--- config.mk ---
export PLATFORM = sky130hd
export DESIGN_NAME = dds_step_controller
export DESIGN_NICKNAME = d
export VERILOG_FILES = /design/src/rtl/dds_step_controller.sv
export SDC_FILE = /design/constraint.sdc
export NUM_CORES = 1
export LEC_CHECK = 0
export ABC_AREA = 1
export BUFFER_PORTS_ARGS = -buffer_cell sky130_fd_sc_hd__buf_2
export CORE_ASPECT_RATIO = 0.8
export CORE_MARGIN = 5
export CORE_UTILIZATION = 45
export CTS_CLUSTER_SIZE = 25
export DETAILED_ROUTE_END_ITERATION = 7
export GPL_TIMING_DRIVEN = 0
export PLACE_DENSITY_LB_ADDON = 0.05
export SYNTH_ARGS = -nofsm -noshare
export SYNTH_HDL_FRONTEND = slang
export SYNTH_SLANG_ARGS = --single-unit
--- constraint.sdc ---
create_clock -name clk -period 15.4 [get_ports clk]
set_clock_uncertainty 0.05 [all_clocks]
set_input_delay 0.77 -clock clk [delete_from_list [all_inputs] [get_ports clk]]
set_output_delay 0.77 -clock clk [all_outputs]
set_load 0.02 [all_outputs]
--- src/rtl/dds_step_controller.sv ---
// DDS phase-increment tuning controller: debounced front-panel keys queue step
// requests that are applied one at a time and handed to the accumulator via req/ack.
//
// state   | meaning
// INIT    | after reset, publish STEP_DEFAULT
// IDLE    | waiting for a pending key request
// CALC    | apply highest-priority pending request (1 cycle)
// PUBLISH | upd_req high, step held until upd_ack
module dds_step_controller #(
  parameter logic [31:0] STEP_DEFAULT    = 32'd171798,
  parameter logic [31:0] COARSE_DELTA    = 32'd858993,
  parameter logic [31:0] MICRO_DELTA     = 32'd85899,
  parameter logic [31:0] NANO_DELTA      = 32'd85,
  parameter logic [31:0] STEP_MIN        = 32'd85,
  parameter logic [31:0] STEP_MAX        = 32'h7FFF_FFFF,
  parameter int          DEBOUNCE_CYCLES = 500000
) (
  input  logic        clk,
  input  logic        reset,
  input  logic        key_default_n,
  input  logic        key_add_n,
  input  logic        key_sub_n,
  input  logic        key_micro_add_n,
  input  logic        key_micro_sub_n,
  input  logic        key_nano_add_n,
  input  logic        key_nano_sub_n,
  output logic [31:0] step,
  output logic        upd_req,
  input  logic        upd_ack,
  output logic        busy
);

  localparam int NKEY = 7;
  localparam int CW   = $clog2(DEBOUNCE_CYCLES);
  localparam logic [CW-1:0]   CNT_LOAD = CW'(DEBOUNCE_CYCLES - 1);
  localparam logic [CW-1:0]   CNT_ONE  = CW'(1);
  localparam logic [NKEY-1:0] ONE_HOT0 = NKEY'(1);

  typedef enum logic [1:0] {S_INIT, S_IDLE, S_CALC, S_PUBLISH} state_t;

  state_t            state_q, state_d;
  logic [NKEY-1:0]   keys_n, sync1, sync2, deb, flip, fall;
  logic [NKEY-1:0]   pend_q, pend_d, sel_oh, clr;
  logic [CW-1:0]     cnt [NKEY];
  logic [31:0]       step_q, step_d, delta, cand;
  logic [32:0]       sum, diff;
  logic              op_add;

  // bit index doubles as priority: bit 0 is serviced first
  assign keys_n = {key_nano_sub_n, key_nano_add_n, key_micro_sub_n, key_micro_add_n,
                   key_sub_n, key_add_n, key_default_n};

  always_ff @(posedge clk or posedge reset) begin
    if (reset) begin
      sync1 <= '1;
      sync2 <= '1;
      deb   <= '1;
    end else begin
      sync1 <= keys_n;
      sync2 <= sync1;
      deb   <= deb ^ flip;
    end
  end

  // down-counter reloads on any sample matching the debounced level
  always_ff @(posedge clk or posedge reset) begin
    if (reset) begin
      for (int i = 0; i < NKEY; i++) cnt[i] <= CNT_LOAD;
    end else begin
      for (int i = 0; i < NKEY; i++) begin
        if (sync2[i] == deb[i] || cnt[i] == '0) cnt[i] <= CNT_LOAD;
        else                                    cnt[i] <= cnt[i] - CNT_ONE;
      end
    end
  end

  always_comb begin
    for (int i = 0; i < NKEY; i++) flip[i] = (sync2[i] != deb[i]) && (cnt[i] == '0);
  end

  assign fall   = flip & deb;
  assign sel_oh = pend_q & (~pend_q + ONE_HOT0);
  assign op_add = |(sel_oh & 7'b0101010);
  assign delta  = (sel_oh[1] | sel_oh[2]) ? COARSE_DELTA :
                  (sel_oh[3] | sel_oh[4]) ? MICRO_DELTA  : NANO_DELTA;
  assign sum    = {1'b0, step_q} + {1'b0, delta};
  assign diff   = {1'b0, step_q} - {1'b0, delta};

  always_comb begin
    cand = step_q;
    if (sel_oh[0])   cand = STEP_DEFAULT;
    else if (op_add) cand = (sum > {1'b0, STEP_MAX}) ? STEP_MAX : sum[31:0];
    else             cand = (diff[32] || diff[31:0] < STEP_MIN) ? STEP_MIN : diff[31:0];
  end

  always_comb begin
    state_d = state_q;
    step_d  = step_q;
    clr     = '0;
    case (state_q)
      S_INIT:    state_d = S_PUBLISH;
      S_IDLE:    if (|pend_q) state_d = S_CALC;
      S_CALC: begin
        clr = sel_oh;
        if (cand != step_q) begin
          step_d  = cand;
          state_d = S_PUBLISH;
        end else begin
          state_d = S_IDLE;
        end
      end
      S_PUBLISH: if (upd_ack) state_d = S_IDLE;
      default:   state_d = S_INIT;
    endcase
    pend_d = (pend_q & ~clr) | fall;
  end

  always_ff @(posedge clk or posedge reset) begin
    if (reset) begin
      state_q <= S_INIT;
      step_q  <= STEP_DEFAULT;
      pend_q  <= '0;
    end else begin
      state_q <= state_d;
      step_q  <= step_d;
      pend_q  <= pend_d;
    end
  end

  assign step    = step_q;
  assign upd_req = (state_q == S_PUBLISH);
  assign busy    = (state_q != S_IDLE) || (|pend_q);

endmodule

==> results.py <==
metrics = {
    "synthesis": {
        "avgSynthCellArea_um2": 6.55,
        "synth_seq_cells": 195,
        "yosysWarnings": 0,
        "yosysTopAreaCell": "dfstp_2",
        "synth_top_family_by_area": "simple AND/OR/NAND/NOR gates",
        "synth_edf_count": 0,
        "synth_flop_cell": "dfstp_2",
        "synthArstFlopShare_pct": 100,
        "synth_compound_area_share_pct": 4.88,
        "yosys-top-cells-count": "nand2_1, nor2_1, inv_1",
        "synth_area_leaders": "dfstp_2, nand2_1, dfrtp_1",
        "synth_nets": 2316,
        "yosys.area.top_type_share_pct": 19.2,
        "syn_area_mm2": 0.0148,
        "yosysMostFrequentCell": "nand2_1",
        "yosys.area_share.adder_pct": 4.07,
        "ys_types": 45,
        "synthCells": 2259,
        "synth_mux_area_share_pct": 0.380,
        "synth_xor_area_share_pct": 5.80,
        "yosys.area_share.simple_pct": 41.3,
        "yosysSeqAreaShare_pct": 33.9,
    },
    "die": {
        "die_h_um": 172,
        "die_w_um": 213,
        "start_util_pct": 45.6,
        "ios": 44,
        "die_area_mm2": 0.0366,
        "core.rowCount": 59,
        "core_region_area_mm2": 0.0325,
    },
    "clock_tree": {
        "cts.sinks": 195,
        "cts_resized": 0,
        "cts_tree": "built",
        "root_buffer": "clkbuf_16",
        "h-tree-depth": 4,
        "clockBufferDepth": 2,
        "cts.hold.buffers_added": 0,
        "clock_latency_ns": 0.45,
        "clk_pin_slew_ns": 0.08,
        "cts_made_buffers": 17,
        "cts_setup_buffers": 0,
    },
    "sta": {
        "period_minus_slack_ns": 7.15,
        "fin_tns_setup_ns": 0,
        "setup_ws_ns": 8.25,
        "slew_headroom_pct": 36.1,
        "fmax_ghz": 0.140,
        "tightestPinTransition_ns": 0.954,
        "rsz0062_at_grt": "false",
        "finalMaxSlewViolations": 0,
        "hold_viol": 0,
        "final.period_utilization_pct": 46.4,
        "finalSetupViolations": 0,
    },
    "pwr": {
        "leakagePower_nw": 8.21,
        "power_density_mw_per_mm2": 172,
        "ir_drop_mv": 0.104,
        "power.total_mw": 2.80,
    },
    "layout": {
        "drive_gt1_share_pct": 11.9,
        "syn_to_final_growth_pct": 9.67,
        "fillers": 3328,
        "final_util_pct": 50.0,
        "nets": 2379,
        "diodes": 0,
    },
    "outcome": {
        "status": "completed",
    },
    "routing": {
        "postRouteAntennaNets": 0,
        "vias": 14600,
        "firstDrtPassIters": 5,
        "wl_met3_um": 4030,
        "drt_iter0_drc": 1413,
        "drc": 0,
        "routed_wirelength_um": 47300,
        "via_per_inst": 5.28,
        "top_layer": "met4",
        "route.met2.wl_um": 19800,
        "wl_met1_um": 22400,
        "route.detailed.wl_per_inst_um": 17.1,
    },
    "critical_path": {
        "crit_type": "flip-flop to flip-flop",
        "cp_max_fo": 10,
        "crit_buf_inv": 7,
        "worst_path_most_repeated_cell": "nand2_1",
        "cpPeakStageDelay_ns": 0.52,
        "slowest_stage": "nor2_1",
        "crit_path_end_kind": "flip-flop",
        "crit_arrival_ns": 7.43,
        "cp-start-kind": "flip-flop",
        "required_ns": 15.69,
        "crit_family": "simple AND/OR/NAND/NOR gates",
    },
    "grt": {
        "grt_max_degree": 108,
        "track_usage_pct": 26.0,
        "grt_pass1_wl_um": 74400,
        "grt_pass1_vias": 13700,
        "antenna_found_initial": 0,
        "grt-ovfl-total": 0,
    },
    "placed_design": {
        "post-place-ws_ns": 8.49,
        "routabilityCongestion": 0.988,
        "portBuffers": 43,
        "place_hpwl_um": 37800,
    },
    "hold_path": {
        "hold_class": "flip-flop to flip-flop",
    },
    "flow_run": {
        "drv_cap": 0,
    },
}
sequential cells by signal, indices dropped and copies added, names as in the netlist, named ones only:
register and count:
cnt 133, step 32, pend_q 7, sync1 7
sync2 7, state_q 2
power breakdown:
| part | switching, mW | total [mW] | internal, mW |
|---|---|---|---|
| clock | 0.227 | 0.487 | 0.260 |
| combinational | 1.17 | 1.65 | 0.477 |
| sequential | 0.0912 | 0.662 | 0.571 |
logic make-up (layout without fill, tap and decap cells):
| logic type | after synthesis | after routing |
|---|---|---|
| multiplexers | 5 | 5 |
| buffers and inverters | 357 | 433 |
| adder cells (fa/ha/maj) | 47 | 47 |
| flip-flops | 195 | 195 |
| XOR/XNOR | 98 | 98 |
| AND/OR/NAND/NOR | 1424 | 1424 |
| AO/OA/AOI/OAI | 133 | 133 |
worst paths after layout:
kind,from,endpoint,slack (ns),cells past startpoint
worst max register to register,pend_q[0],step[0],8.25,36
max in group asynchronous,reset,cnt[30],13.95,3
worst min register to register,sync1[4],sync2[4],0.31,0
min in group asynchronous,reset,cnt[5],0.37,2
worst min-delay path,sync1[4],sync2[4],0.31,0
worst max-delay path,pend_q[0],step[0],8.25,36
per-layer routing:
layer  vias up  global-route usage [%]
li1       7225                       -
met1      6780                    38.2
met2       508                    39.4
met3        82                    4.92
met4         0                    7.40
met5         -                       0
layout make-up:
| type | count | area (um^2) | share of cell area, % |
|---|---|---|---|
| Clock inverter | 14 | 196 | 1.21 |
| Buffer | 52 | 290 | 1.79 |
| Clock buffer | 18 | 450 | 2.77 |
| Tap cell | 427 | 534 | 3.29 |
| Sequential cell | 195 | 5010 | 30.9 |
| Inverter | 305 | 1150 | 7.10 |
| Timing Repair Buffer | 44 | 243 | 1.50 |
| Multi-Input combinational cell | 1707 | 8350 | 51.5 |
per-stage QoR:
| stage | hold WS (ns) | cell area, um^2 | instances |
|---|---|---|---|
| after floorplan | 0.295 | 14800 | 2259 |
| after global placement | 0.296 | 15600 | 2729 |
| after detailed placement | 0.297 | 15600 | 2730 |
| after CTS | 0.309 | 16200 | 2762 |
| after global routing | 0.315 | 16200 | 2762 |
| final | 0.307 | 16200 | 2762 |
cell usage in the layout (no fill, tap or decap), types with 3 or more instances in the layout:
cell / Yosys / routed
nand2_1: 700 / 700
nor2_1: 335 / 335
inv_1: 286 / 285
nand3_1: 188 / 188
dfstp_2: 108 / 108
dfrtp_1: 87 / 87
nand4_1: 70 / 70
buf_2: 19 / 62
o21ai_0: 60 / 60
xor2_1: 52 / 52
a21oi_1: 51 / 51
xnor2_1: 46 / 46
ha_1: 45 / 45
nor3_1: 44 / 44
nand3b_1: 29 / 29
clkbuf_1: 20 / 20
clkbuf_16: 0 / 18
inv_2: 16 / 16
or2_2: 13 / 13
nor4_1: 9 / 9
nor2_2: 9 / 9
o21bai_1: 8 / 8
buf_4: 7 / 7
nand2_2: 7 / 7
buf_6: 6 / 6
mux2_2: 5 / 5
inv_6: 0 / 5
and2_1: 4 / 4
nand3_2: 4 / 4
clkinv_1: 3 / 3
o31ai_1: 3 / 3
o21ai_1: 3 / 3
clkinv_8: 0 / 3
(Power assumes the default switching activity.)
